[config.mk]
export PLATFORM = sky130hd
export DESIGN_NAME = ir_fetch_ctrl_flat
export DESIGN_NICKNAME = d
export VERILOG_FILES = /design/src/rtl/ir_fetch_ctrl_if.sv /design/src/rtl/ir_fetch_ctrl.sv /design/src/flat_wrapper.sv
export SDC_FILE = /design/constraint.sdc
export NUM_CORES = 1
export LEC_CHECK = 0
export ABC_AREA = 1
export CORE_MARGIN = 2
export CORE_UTILIZATION = 42
export CTS_CLUSTER_SIZE = 25
export DETAILED_ROUTE_END_ITERATION = 16
export PLACE_DENSITY = 0.75
export SYNTH_ARGS = -nofsm -noshare
export SYNTH_HDL_FRONTEND = slang
export SYNTH_SLANG_ARGS = --single-unit
[constraint.sdc]
create_clock -name clk -period 1.2 [get_ports clk]
set_input_delay 0.24 -clock clk [delete_from_list [all_inputs] [get_ports clk]]
set_output_delay 0.24 -clock clk [all_outputs]
set_load 0.02 [all_outputs]
[src/rtl/ir_fetch_ctrl_if.sv]
// rtl/ir_fetch_ctrl_if.sv - handshake and strobe bundle between control FSM, IR path and fetch sequencer
interface ir_fetch_ctrl_if #(
    parameter int COUNT_W = 16
);
    // Inputs to the sequencer from the control FSM, memory and decoder side
    logic               run;
    logic               mem_ready;
    logic               exec_done;
    logic [3:0]         ir_opcode;

    // Strobes and status driven by the sequencer
    logic               pc_out_en;
    logic               mar_write;
    logic               mem_read;
    logic               ir_write;
    logic               ir_read;
    logic               pc_inc;
    logic               exec_start;
    logic               halted;
    logic               fault;
    logic [COUNT_W-1:0] instr_count;
    logic [2:0]         state_dbg;

    // Sequencer side: consumes the handshake inputs, drives the datapath strobes
    modport master (
        input  run,
        input  mem_ready,
        input  exec_done,
        input  ir_opcode,
        output pc_out_en,
        output mar_write,
        output mem_read,
        output ir_write,
        output ir_read,
        output pc_inc,
        output exec_start,
        output halted,
        output fault,
        output instr_count,
        output state_dbg
    );

    // Environment side: control FSM, memory and datapath
    modport slave (
        output run,
        output mem_ready,
        output exec_done,
        output ir_opcode,
        input  pc_out_en,
        input  mar_write,
        input  mem_read,
        input  ir_write,
        input  ir_read,
        input  pc_inc,
        input  exec_start,
        input  halted,
        input  fault,
        input  instr_count,
        input  state_dbg
    );
endinterface

[src/rtl/ir_fetch_ctrl.sv]
// rtl/ir_fetch_ctrl.sv - fetch/decode sequencer driving the PC, MAR, memory and IR strobes
module ir_fetch_ctrl #(
    parameter logic [3:0] HALT_OPCODE  = 4'hF,
    parameter int         WAIT_TIMEOUT = 15,
    parameter int         COUNT_W      = 16
) (
    input  logic              clk,
    input  logic              reset,
    ir_fetch_ctrl_if.master   bus
);

    localparam int CW = $clog2(WAIT_TIMEOUT + 1);
    localparam logic [CW-1:0] WAIT_LIMIT = CW'(WAIT_TIMEOUT);

    // Encoding is visible on state_dbg, so the values are fixed
    typedef enum logic [2:0] {
        S_IDLE   = 3'd0,
        S_ADDR   = 3'd1,
        S_WAIT   = 3'd2,
        S_LOAD   = 3'd3,
        S_DECODE = 3'd4,
        S_EXEC   = 3'd5,
        S_HALT   = 3'd6,
        S_FAULT  = 3'd7
    } state_t;

    state_t             state_q, state_d;
    logic [CW-1:0]      wait_q, wait_d;
    logic [COUNT_W-1:0] count_q, count_d;

    // Counter value including the current WAIT cycle; equals the number of
    // WAIT cycles spent so far once this cycle ends
    logic [CW-1:0]      wait_inc;
    assign wait_inc = wait_q + 1'b1;

    // State, wait counter and instruction counter registers; reset wins over everything
    always_ff @(posedge clk) begin
        if (reset) begin
            state_q <= S_IDLE;
            wait_q  <= '0;
            count_q <= '0;
        end else begin
            state_q <= state_d;
            wait_q  <= wait_d;
            count_q <= count_d;
        end
    end

    // Next-state logic; run is only consulted in IDLE and on EXEC exit
    always_comb begin
        state_d = state_q;
        wait_d  = wait_q;
        count_d = count_q;
        case (state_q)
            S_IDLE: begin
                if (bus.run) begin
                    state_d = S_ADDR;
                end
            end
            S_ADDR: begin
                wait_d  = '0;
                state_d = S_WAIT;
            end
            S_WAIT: begin
                wait_d = wait_inc;
                // A ready memory takes priority over a timeout in the same cycle
                if (bus.mem_ready) begin
                    state_d = S_LOAD;
                end else if (wait_inc == WAIT_LIMIT) begin
                    state_d = S_FAULT;
                end
            end
            S_LOAD: begin
                count_d = count_q + 1'b1;
                state_d = S_DECODE;
            end
            S_DECODE: begin
                if (bus.ir_opcode == HALT_OPCODE) begin
                    state_d = S_HALT;
                end else begin
                    state_d = S_EXEC;
                end
            end
            S_EXEC: begin
                if (bus.exec_done) begin
                    state_d = bus.run ? S_ADDR : S_IDLE;
                end
            end
            S_HALT:  state_d = S_HALT;
            S_FAULT: state_d = S_FAULT;
            default: state_d = S_IDLE;
        endcase
    end

    // Moore strobe decode; exec_start additionally qualifies DECODE with the opcode
    always_comb begin
        bus.pc_out_en  = 1'b0;
        bus.mar_write  = 1'b0;
        bus.mem_read   = 1'b0;
        bus.ir_write   = 1'b0;
        bus.ir_read    = 1'b0;
        bus.pc_inc     = 1'b0;
        bus.exec_start = 1'b0;
        bus.halted     = 1'b0;
        bus.fault      = 1'b0;
        case (state_q)
            S_ADDR: begin
                bus.pc_out_en = 1'b1;
                bus.mar_write = 1'b1;
            end
            S_WAIT: begin
                bus.mem_read = 1'b1;
            end
            S_LOAD: begin
                bus.mem_read = 1'b1;
                bus.ir_write = 1'b1;
                bus.pc_inc   = 1'b1;
            end
            S_DECODE: begin
                bus.ir_read    = 1'b1;
                bus.exec_start = (bus.ir_opcode != HALT_OPCODE);
            end
            S_EXEC: begin
                bus.ir_read = 1'b1;
            end
            S_HALT: begin
                bus.halted = 1'b1;
            end
            S_FAULT: begin
                bus.fault = 1'b1;
            end
            default: begin
            end
        endcase
    end

    assign bus.instr_count = count_q;
    assign bus.state_dbg   = state_q;

endmodule
[src/flat_wrapper.sv]
// flat-port wrapper written by rule: the top's interface ports become plain ports
module ir_fetch_ctrl_flat 
#(
    parameter logic [3:0] HALT_OPCODE  = 4'hF,
    parameter int         WAIT_TIMEOUT = 15,
    parameter int         COUNT_W      = 16
)
  (clk, reset, bus_run, bus_mem_ready, bus_exec_done, bus_ir_opcode, bus_pc_out_en, bus_mar_write, bus_mem_read, bus_ir_write, bus_ir_read, bus_pc_inc, bus_exec_start, bus_halted, bus_fault, bus_instr_count, bus_state_dbg);
  ir_fetch_ctrl_if #(.COUNT_W(COUNT_W)) bus_i ();
  input  logic clk;
  input  logic reset;
  input wire logic [$bits(bus_i.run)-1:0] bus_run;
  input wire logic [$bits(bus_i.mem_ready)-1:0] bus_mem_ready;
  input wire logic [$bits(bus_i.exec_done)-1:0] bus_exec_done;
  input wire logic [$bits(bus_i.ir_opcode)-1:0] bus_ir_opcode;
  output wire logic [$bits(bus_i.pc_out_en)-1:0] bus_pc_out_en;
  output wire logic [$bits(bus_i.mar_write)-1:0] bus_mar_write;
  output wire logic [$bits(bus_i.mem_read)-1:0] bus_mem_read;
  output wire logic [$bits(bus_i.ir_write)-1:0] bus_ir_write;
  output wire logic [$bits(bus_i.ir_read)-1:0] bus_ir_read;
  output wire logic [$bits(bus_i.pc_inc)-1:0] bus_pc_inc;
  output wire logic [$bits(bus_i.exec_start)-1:0] bus_exec_start;
  output wire logic [$bits(bus_i.halted)-1:0] bus_halted;
  output wire logic [$bits(bus_i.fault)-1:0] bus_fault;
  output wire logic [$bits(bus_i.instr_count)-1:0] bus_instr_count;
  output wire logic [$bits(bus_i.state_dbg)-1:0] bus_state_dbg;
  assign bus_i.run = bus_run;
  assign bus_i.mem_ready = bus_mem_ready;
  assign bus_i.exec_done = bus_exec_done;
  assign bus_i.ir_opcode = bus_ir_opcode;
  assign bus_pc_out_en = bus_i.pc_out_en;
  assign bus_mar_write = bus_i.mar_write;
  assign bus_mem_read = bus_i.mem_read;
  assign bus_ir_write = bus_i.ir_write;
  assign bus_ir_read = bus_i.ir_read;
  assign bus_pc_inc = bus_i.pc_inc;
  assign bus_exec_start = bus_i.exec_start;
  assign bus_halted = bus_i.halted;
  assign bus_fault = bus_i.fault;
  assign bus_instr_count = bus_i.instr_count;
  assign bus_state_dbg = bus_i.state_dbg;
  ir_fetch_ctrl #(.HALT_OPCODE(HALT_OPCODE), .WAIT_TIMEOUT(WAIT_TIMEOUT), .COUNT_W(COUNT_W)) u_core (.clk(clk), .reset(reset), .bus(bus_i));
endmodule
* After elaboration in Yosys (flattened, before gate mapping) *
Cells that the tools add are included.

operators by class
  add/sub/neg operators = 2
  equality and inequality tests = 13
  mux-type cells = 15
  reduce and logical (&&, ||, !) cells = 5

operator list
  kind                                                    number
  one-hot mux 3 bit (8 select lines)                      1
  adder 16 x 1 -> 16 bit (second input constant)          1
  equality test 3 bit (second input constant)             4
  2-to-1 mux 3 bit                                        4
  equality test 4 bit (second input constant)             2
  2-to-1 mux 1 bit                                        8
  one-hot mux 4 bit (2 select lines)                      1
  equality test 3 x 2 -> 1 bit (second input constant)    2
  adder 4 x 1 -> 4 bit (second input constant)            1
  inequality test 2 bit (second input constant)           2
  inequality test 4 bit (second input constant)           1
  OR reduction 2 bit                                      2
  equality test 3 x 1 -> 1 bit (second input constant)    1
  logical NOT 3 bit                                       1
  inequality test 3 x 2 -> 1 bit (second input constant)  1
  AND reduction 3 bit                                     1
  2-to-1 mux 2 bit                                        1
  nonzero test 2 bit                                      1

storage, ports and cells
  bits in registers = 23
  input port bits = 9

* Depth between registers and ports, before layout *
Gate-level depths: netlist (run 1).

  word-level depth = 5
  gate-level depth with buffers = 10

* Worst setup path after synthesis (run 1) *
Ideal clock, no wire load.

  path kind = flip-flop to flip-flop
  start = register u_core.state_q[0] (netlist: u_core.bus.state_dbg[0])
  end = register u_core.count_q[9] (netlist: u_core.bus.instr_count[9])
  setup time = 116 ps
  arrival = 1438 ps
  required time = 1084 ps
  path slack = -354 ps
  cell stages (with the launch flop) = 9
  cell sequence = dfxtp_1 -> buf_2 -> nand2_2 -> nor2_4 -> nand2_2 -> nor2_4 -> nand2_1 -> o21ai_0 -> nor2_1

between the ends
  cells in the longest elaborated chain, start to end = 1

ends and longest elaborated chain
  element                       line                 text
  from (decl)                   ir_fetch_ctrl.sv:27  state_t state_q, state_d;
  from (signal assigned)        ir_fetch_ctrl.sv:43  state_q <= state_d;
  equality test 3 x 2 -> 1 bit  ir_fetch_ctrl.sv:54  case (state_q)
  to (signal assigned)          ir_fetch_ctrl.sv:45  count_q <= count_d;
  to (decl)                     ir_fetch_ctrl.sv:29  logic [COUNT_W-1:0] count_q, count_d;

No other way between the ends.
A chain may end at the register's enable or synchronous reset.

* Final worst setup path (run 1) *
  start = register u_core.state_q[1] (netlist: u_core.bus.state_dbg[1])
  end = register u_core.count_q[14] (netlist: u_core.bus.instr_count[14])

Same word-level chain as after synthesis.

==> flow_results.xml, run 1 <==
<?xml version="1.0" encoding="UTF-8"?>
<metrics>
  <group name="drt">
    <metric name="overall_via_count_from_detail_route" unit="">1580</metric>
    <metric name="first_pass_iters" unit="">4</metric>
    <metric name="post_route_antenna_net_violation_count" unit="">0</metric>
    <metric name="detail_route.wl_per_cell" unit="um">11.8</metric>
    <metric name="totalWireLength" unit="mm">3.79</metric>
    <metric name="drt_iter0_markers" unit="">67</metric>
    <metric name="ratio_of_routed_vias_to_standard_cells" unit="">4.94</metric>
    <metric name="drt_drc_violations_left" unit="">0</metric>
  </group>
  <group name="floorplan">
    <metric name="num_rows" unit="">20</metric>
    <metric name="fp.dieW" unit="um">59.3</metric>
    <metric name="floorplan.die.height" unit="um">59.3</metric>
    <metric name="fp.coreArea" unit="um2">2980</metric>
    <metric name="dieArea" unit="um2">3520</metric>
    <metric name="boundaryPins" unit="">37</metric>
    <metric name="initial_utilization" unit="%">43.2</metric>
  </group>
  <group name="global_route">
    <metric name="grt.met1_usage" unit="%">23.7</metric>
    <metric name="grt.total_usage" unit="%">21.0</metric>
    <metric name="first_global_vias" unit="">1421</metric>
    <metric name="global_route_wire_length_before_repair" unit="mm">5.73</metric>
    <metric name="pin_count_of_the_biggest_net_entering_global_routing" unit="">13</metric>
    <metric name="grt_most_used_layer" unit="">met2</metric>
    <metric name="grt_overflow" unit="">0</metric>
    <metric name="grt_use_met3" unit="%">2.84</metric>
    <metric name="gr-usage-met2" unit="%">39.2</metric>
    <metric name="number_of_antenna_violations_at_the_first_check_in_global_routing" unit="">0</metric>
  </group>
  <group name="critical_path">
    <metric name="cp.buffers_inverters" unit="">3</metric>
    <metric name="worst_path_largest_cell_delay" unit="ps">410</metric>
    <metric name="critical_path_data_required_time" unit="ps">1420</metric>
    <metric name="worstPathCellList" unit="">buf_6 &gt; nand2_4 &gt; nor2_4 &gt; buf_6 &gt; buf_4 &gt; nand2_4 &gt; nor2_4 &gt; nand3_2 &gt; nand2_1 &gt; nor2_1</metric>
    <metric name="worstSetupPathType" unit="">reg -&gt; reg</metric>
    <metric name="critical-path-top-delay-family" unit="">simple AND/OR/NAND/NOR gates</metric>
    <metric name="worst_ep_arrival_time" unit="ps">1660</metric>
    <metric name="crit_slowest_cell" unit="">sky130_fd_sc_hd__dfxtp_4</metric>
    <metric name="critPathCaptureType" unit="">flop</metric>
    <metric name="crit_fanout" unit="">4</metric>
    <metric name="type_of_origin_of_the_critical_path" unit="">flop</metric>
  </group>
  <group name="power">
    <metric name="power_switching_share" unit="%">41.1</metric>
    <metric name="power.density" unit="nW/um2">1580</metric>
    <metric name="combPwrFrac" unit="%">62.7</metric>
    <metric name="totalPowerFinal" unit="mW">3.60</metric>
    <metric name="switching_power" unit="mW">1.48</metric>
    <metric name="intPower" unit="mW">2.12</metric>
    <metric name="ir_worst_vdd" unit="mV">0.756</metric>
    <metric name="proportion_of_power_drawn_by_flip_flops_and_latches" unit="%">27.3</metric>
    <metric name="p_leak" unit="nW">1.04</metric>
    <metric name="clockPowerShare" unit="%">10.0</metric>
  </group>
  <group name="sta">
    <metric name="setup_viol_count_final" unit="">32</metric>
    <metric name="max_slew.worst_pin.slew" unit="ps">300</metric>
    <metric name="timing.slew.headroom" unit="%">79.8</metric>
    <metric name="final_hold_viol_count" unit="">0</metric>
    <metric name="fmaxAchievable" unit="MHz">692</metric>
    <metric name="timing.clock.skew" unit="ps">0.991</metric>
    <metric name="rsz0062_at_grt" unit="">yes</metric>
    <metric name="layout_setup_ws" unit="ps">-246</metric>
    <metric name="layout_worst_path_cycle_share" unit="%">121</metric>
    <metric name="report.final.slew_viol_count" unit="">0</metric>
    <metric name="timing.final.crit_period" unit="ps">1450</metric>
  </group>
  <group name="layout">
    <metric name="insertedDiodeCount" unit="">0</metric>
    <metric name="layout.nets" unit="">300</metric>
    <metric name="final_cell_mix" unit="">40 x sky130_fd_sc_hd__nand2_1, 36 x sky130_fd_sc_hd__buf_4, 24 x sky130_fd_sc_hd__inv_1, 24 x sky130_fd_sc_hd__nor2_1, 21 x sky130_fd_sc_hd__buf_6</metric>
    <metric name="layout-drive-gt1-share" unit="%">47.7</metric>
    <metric name="area_growth" unit="%">76.8</metric>
    <metric name="final_common_cell" unit="">sky130_fd_sc_hd__nand2_1</metric>
  </group>
  <group name="placement">
    <metric name="routabilityCongestion" unit="">0.846</metric>
    <metric name="buffer_ports.inserted" unit="">36</metric>
    <metric name="hpwlAfterDp" unit="mm">2.45</metric>
    <metric name="pre_cts_ws" unit="ps">-552</metric>
  </group>
  <group name="run_status">
    <metric name="failed_checks" unit="">setup timing</metric>
    <metric name="outcome" unit="">finished with violations</metric>
  </group>
  <group name="logic_synthesis">
    <metric name="synth_net_count" unit="">216</metric>
    <metric name="post_synth.cell_area_avg" unit="um2">6.31</metric>
    <metric name="ys_seq_area_share" unit="%">35.8</metric>
    <metric name="synth.lib_cells_used.distinct" unit="">20</metric>
    <metric name="synth-seq-cells" unit="">23</metric>
    <metric name="synthesis.area" unit="um2">1290</metric>
    <metric name="ys_warn_count" unit="">0</metric>
    <metric name="synth_cells" unit="">204</metric>
  </group>
  <group name="cts">
    <metric name="tritoncts.num_buffers" unit="">3</metric>
    <metric name="htreeDepth" unit="">1</metric>
    <metric name="cts_tree" unit="">built</metric>
    <metric name="clock_sinks" unit="">23</metric>
    <metric name="clockBufferDepth" unit="">2</metric>
    <metric name="clk_pin_slew" unit="ps">120</metric>
    <metric name="clockRootBuffer" unit="">sky130_fd_sc_hd__clkbuf_4</metric>
    <metric name="clock_insertion_delay_worst_skew" unit="ps">310</metric>
  </group>
  <group name="min_path">
    <metric name="hold_path_class" unit="">reg -&gt; reg</metric>
  </group>
  <group name="job">
    <metric name="cap_viol_max_count" unit="">0</metric>
  </group>
</metrics>
## logic make-up (layout without fill, tap and decap cells)
kind of cell,after synthesis,in the layout,synth area share [%]
compound gates,25,25,10.5
fa+ha+maj,3,3,2.92
buf+inv,36,119,11.2
flops,23,23,35.8
simple gates,117,117,39.6
## per-stage QoR
step / hold slack (ps) / util [%] / area (um2) / TNS, ps / cells
finish: 455 / 76.3 / 2270 / -4010 / 320
global route: 486 / 76.3 / 2270 / -6180 / 320
CTS: 463 / 72.5 / 2160 / -3460 / 315
detailed placement: 475 / 66.9 / 1990 / -5320 / 305
global placement: 469 / 66.9 / 1990 / -4710 / 305
floorplan: 395 / - / 1340 / -1040 / 204
## synth_stat cells, drive strengths merged
cell type / count / share of area, %
ha: 3 / 2.9
nand3: 13 / 5.4
clkbuf: 2 / 0.58
nand2: 53 / 16
inv: 31 / 9.0
a21oi: 13 / 5.1
buf: 3 / 1.6
nor3: 2 / 0.78
nand4: 8 / 3.9
nor2: 39 / 13
o21ai: 8 / 3.1
dfxtp: 23 / 36
o21bai: 1 / 0.58
nand3b: 1 / 0.58
or2: 1 / 0.49
o21a: 3 / 1.8
## per-layer routing
layer	wire (um)	vias to the layer above	share of wire [%]
met2	1970	39	52
met5	0	-	0
met3	143	7	3.8
li1	-	808	-
met4	53	0	1.4
met1	1620	726	43
## path summary, 6_finish.rpt
check             cells past startpoint                                    from  slack, ps                                       to
hold / removal                        1  u_core.bus.instr_count[3]$_SDFFE_PP0P_        460   u_core.bus.instr_count[3]$_SDFFE_PP0P_
setup reg to reg                     10    u_core.bus.state_dbg[1]$_SDFFE_PP0P_       -250  u_core.bus.instr_count[14]$_SDFFE_PP0P_
setup / recovery                     10    u_core.bus.state_dbg[1]$_SDFFE_PP0P_       -250  u_core.bus.instr_count[14]$_SDFFE_PP0P_
hold reg to reg                       1  u_core.bus.instr_count[3]$_SDFFE_PP0P_        460   u_core.bus.instr_count[3]$_SDFFE_PP0P_
## timing repair
| item | in CTS | in global routing |
|---|---|---|
| pin swaps | 17 | 19 |
| endpoints found under the setup margin | 46 | 47 |
| setup buffers | 5 | 5 |
| cloned | 1 | 0 |
| gates resized for setup | 150 | 65 |
| hold buffers | 0 | 0 |
## power groups by stage
stage	clock (mW)	sequential (mW)	combinational, mW
final	0.359	0.985	2.26
after global routing	0.410	0.990	2.42
after CTS	0.368	0.981	1.72
after detailed placement	0	0.949	1.52
after global placement	0	0.944	1.50
after floorplan	0	1.07	0.688
## sequential cells by signal, indices dropped and copies added, names as in the netlist
register                flops
u_core.bus.state_dbg        3
u_core.bus.instr_count     16
u_core.wait_q               4
## area by class of cell
class | instances | area (um2)
Multi-Input combinational cell | 145 | 878
Timing Repair Buffer | 84 | 713
Fill cell | 228 | 704
Sequential cell | 23 | 493
Inverter | 31 | 121
Tap cell | 33 | 41.3
Clock buffer | 4 | 26.3
(Power assumes the default switching activity.)
==> run 2, diff against run 1 <==
Settings changed: GPL_TIMING_DRIVEN from default to 0, MAX_ROUTING_LAYER from default to met4.
==> flow_results.xml, run 2 (same netlist as run 1, synthesis figures left out) <==
<?xml version="1.0" encoding="UTF-8"?>
<metrics>
  <group name="floorplan">
    <metric name="fp.coreArea" unit="um2">2980</metric>
    <metric name="num_rows" unit="">20</metric>
    <metric name="initial_utilization" unit="%">43.2</metric>
    <metric name="boundaryPins" unit="">37</metric>
    <metric name="floorplan.die.height" unit="um">59.3</metric>
    <metric name="dieArea" unit="um2">3520</metric>
    <metric name="fp.dieW" unit="um">59.3</metric>
  </group>
  <group name="drt">
    <metric name="ratio_of_routed_vias_to_standard_cells" unit="">5.03</metric>
    <metric name="post_route_antenna_net_violation_count" unit="">0</metric>
    <metric name="detail_route.wl_per_cell" unit="um">12.9</metric>
    <metric name="overall_via_count_from_detail_route" unit="">1528</metric>
    <metric name="drt_iter0_markers" unit="">67</metric>
    <metric name="drt_drc_violations_left" unit="">0</metric>
    <metric name="first_pass_iters" unit="">4</metric>
    <metric name="totalWireLength" unit="mm">3.93</metric>
  </group>
  <group name="cts">
    <metric name="holdBufCountCts" unit="">0</metric>
    <metric name="clockBufferDepth" unit="">2</metric>
    <metric name="clock_insertion_delay_worst_skew" unit="ps">320</metric>
    <metric name="clockRootBuffer" unit="">sky130_fd_sc_hd__clkbuf_4</metric>
    <metric name="cts_tree" unit="">built</metric>
    <metric name="tritoncts.num_buffers" unit="">3</metric>
    <metric name="htreeDepth" unit="">1</metric>
    <metric name="clock_sinks" unit="">23</metric>
    <metric name="clk_pin_slew" unit="ps">130</metric>
  </group>
  <group name="global_route">
    <metric name="first_global_vias" unit="">1384</metric>
    <metric name="number_of_antenna_violations_at_the_first_check_in_global_routing" unit="">0</metric>
    <metric name="global_route_wire_length_before_repair" unit="mm">5.96</metric>
    <metric name="grt.total_usage" unit="%">22.9</metric>
    <metric name="grt_overflow" unit="">0</metric>
    <metric name="pin_count_of_the_biggest_net_entering_global_routing" unit="">14</metric>
  </group>
  <group name="critical_path">
    <metric name="crit_fanout" unit="">7</metric>
    <metric name="critPathCaptureType" unit="">output pin</metric>
    <metric name="critical_path_data_required_time" unit="ps">960</metric>
    <metric name="type_of_origin_of_the_critical_path" unit="">flop</metric>
    <metric name="ff2ff_path_depth" unit="">11</metric>
    <metric name="worstSetupPathType" unit="">reg -&gt; out</metric>
    <metric name="worst_ep_arrival_time" unit="ps">1260</metric>
  </group>
  <group name="layout">
    <metric name="final_common_cell" unit="">sky130_fd_sc_hd__nand2_1</metric>
    <metric name="layout.nets" unit="">284</metric>
    <metric name="n_fill_cell" unit="">236</metric>
    <metric name="max_reg_flops" unit="">16</metric>
    <metric name="postLayoutCoreUtil" unit="%">73.2</metric>
    <metric name="layout-drive-gt1-share" unit="%">49.8</metric>
    <metric name="ff_latch_area" unit="um2">514</metric>
    <metric name="final_cell_mix" unit="">39 x sky130_fd_sc_hd__nand2_1, 24 x sky130_fd_sc_hd__nor2_1, 22 x sky130_fd_sc_hd__inv_1, 21 x sky130_fd_sc_hd__buf_4, 18 x sky130_fd_sc_hd__buf_6</metric>
    <metric name="area_growth" unit="%">69.5</metric>
    <metric name="insertedDiodeCount" unit="">0</metric>
    <metric name="area_occupied_by_multi_input_gates" unit="um2">911</metric>
    <metric name="final-instance-count-excl-fill" unit="">304</metric>
  </group>
  <group name="sta">
    <metric name="max_slew.worst_pin.slew" unit="ps">464</metric>
    <metric name="setup_viol_count_final" unit="">33</metric>
    <metric name="layout_setup_ws" unit="ps">-301</metric>
    <metric name="timing.final.crit_period" unit="ps">1500</metric>
    <metric name="fmaxAchievable" unit="MHz">666</metric>
    <metric name="timing.clock.skew" unit="ps">3.20</metric>
    <metric name="final.hold.worst_slack" unit="ps">486</metric>
    <metric name="rsz0062_at_grt" unit="">yes</metric>
    <metric name="report.final.slew_viol_count" unit="">0</metric>
    <metric name="final_hold_viol_count" unit="">0</metric>
    <metric name="timing.slew.headroom" unit="%">69.1</metric>
    <metric name="fin_tns_setup" unit="ps">-5110</metric>
    <metric name="layout_worst_path_cycle_share" unit="%">125</metric>
  </group>
  <group name="run_status">
    <metric name="outcome" unit="">finished with violations</metric>
    <metric name="failed_checks" unit="">setup timing</metric>
  </group>
  <group name="min_path">
    <metric name="holdPathStages" unit="">1</metric>
    <metric name="hold_path_class" unit="">reg -&gt; reg</metric>
  </group>
  <group name="placement">
    <metric name="buffer_ports.inserted" unit="">36</metric>
    <metric name="hpwlAfterDp" unit="mm">2.18</metric>
    <metric name="post-place-cells" unit="">273</metric>
    <metric name="routabilityCongestion" unit="">0.826</metric>
  </group>
  <group name="power">
    <metric name="p_leak" unit="nW">0.963</metric>
    <metric name="ir_worst_vdd" unit="mV">0.826</metric>
    <metric name="power.density" unit="nW/um2">1600</metric>
  </group>
  <group name="job">
    <metric name="cap_viol_max_count" unit="">0</metric>
  </group>
</metrics>
==> run 2: routing by layer <==
layer	global-route usage [%]	vias to the layer above	part of all wire, %
met3	3.06	7	5.1
li1	-	778	-
met4	11.0	0	1.5
met1	26.7	692	43
met2	38.3	51	50
met5	-	-	0
==> run 2: cell type report <==
type | instances | share of cell area (%)
multi-input combinational | 145 | 41.8
timing repair buffer | 63 | 24.0
sequential | 23 | 23.6
inverter | 31 | 5.68
tap | 33 | 1.89
buffer | 5 | 1.78
clock buffer | 3 | 1.03
clock inverter | 1 | 0.230
==> run 2: metrics by stage <==
step	power [mW]	area, um2	worst slack, ps
3_5_place_dp	2.21	1740	-594
4_1_cts	2.95	2000	-265
3_3_place_gp	2.20	1740	-610
5_1_grt	3.71	2180	-377
6_report	3.49	2180	-301
2_1_floorplan	1.76	1340	-187
==> run 2: final timing paths <==
kind                                     startpoint                                       to  slack (ps)
max            u_core.bus.state_dbg[1]$_SDFFE_PP0P_                                bus_fault        -300
min          u_core.bus.instr_count[3]$_SDFFE_PP0P_   u_core.bus.instr_count[3]$_SDFFE_PP0P_         490
max reg2reg    u_core.bus.state_dbg[0]$_SDFFE_PP0P_  u_core.bus.instr_count[11]$_SDFFE_PP0P_        -260
min reg2reg  u_core.bus.instr_count[3]$_SDFFE_PP0P_   u_core.bus.instr_count[3]$_SDFFE_PP0P_         490
==> run 2: power by group <==
| part | total, mW | internal [mW] | switching, mW |
|---|---|---|---|
| registers | 1.00 | 0.869 | 0.135 |
| logic | 2.11 | 1.01 | 1.10 |
| clock network | 0.372 | 0.125 | 0.247 |
==> run 2: worst max-delay path, stage by stage, from the launching register on <==
cell and delay, ps:
sky130_fd_sc_hd__dfxtp_4 440, sky130_fd_sc_hd__nand2_1 140, sky130_fd_sc_hd__inv_2 120, sky130_fd_sc_hd__nand2_2 60, sky130_fd_sc_hd__inv_1 50, sky130_fd_sc_hd__buf_4 130
==> run 2: timing repair <==
| action | CTS | global route |
|---|---|---|
| buffers inserted | 18 | 10 |
| endpoints found under the setup margin | 46 | 40 |
| gates resized for setup | 176 | 53 |
| pin swaps | 18 | 17 |
==> run 3, diff against run 2 <==
Settings changed: ABC_CLOCK_PERIOD_IN_PS from default to 1200.
==> results of run 3 <==
No change in the layout: final DEF, timing and power equal those of run 2.
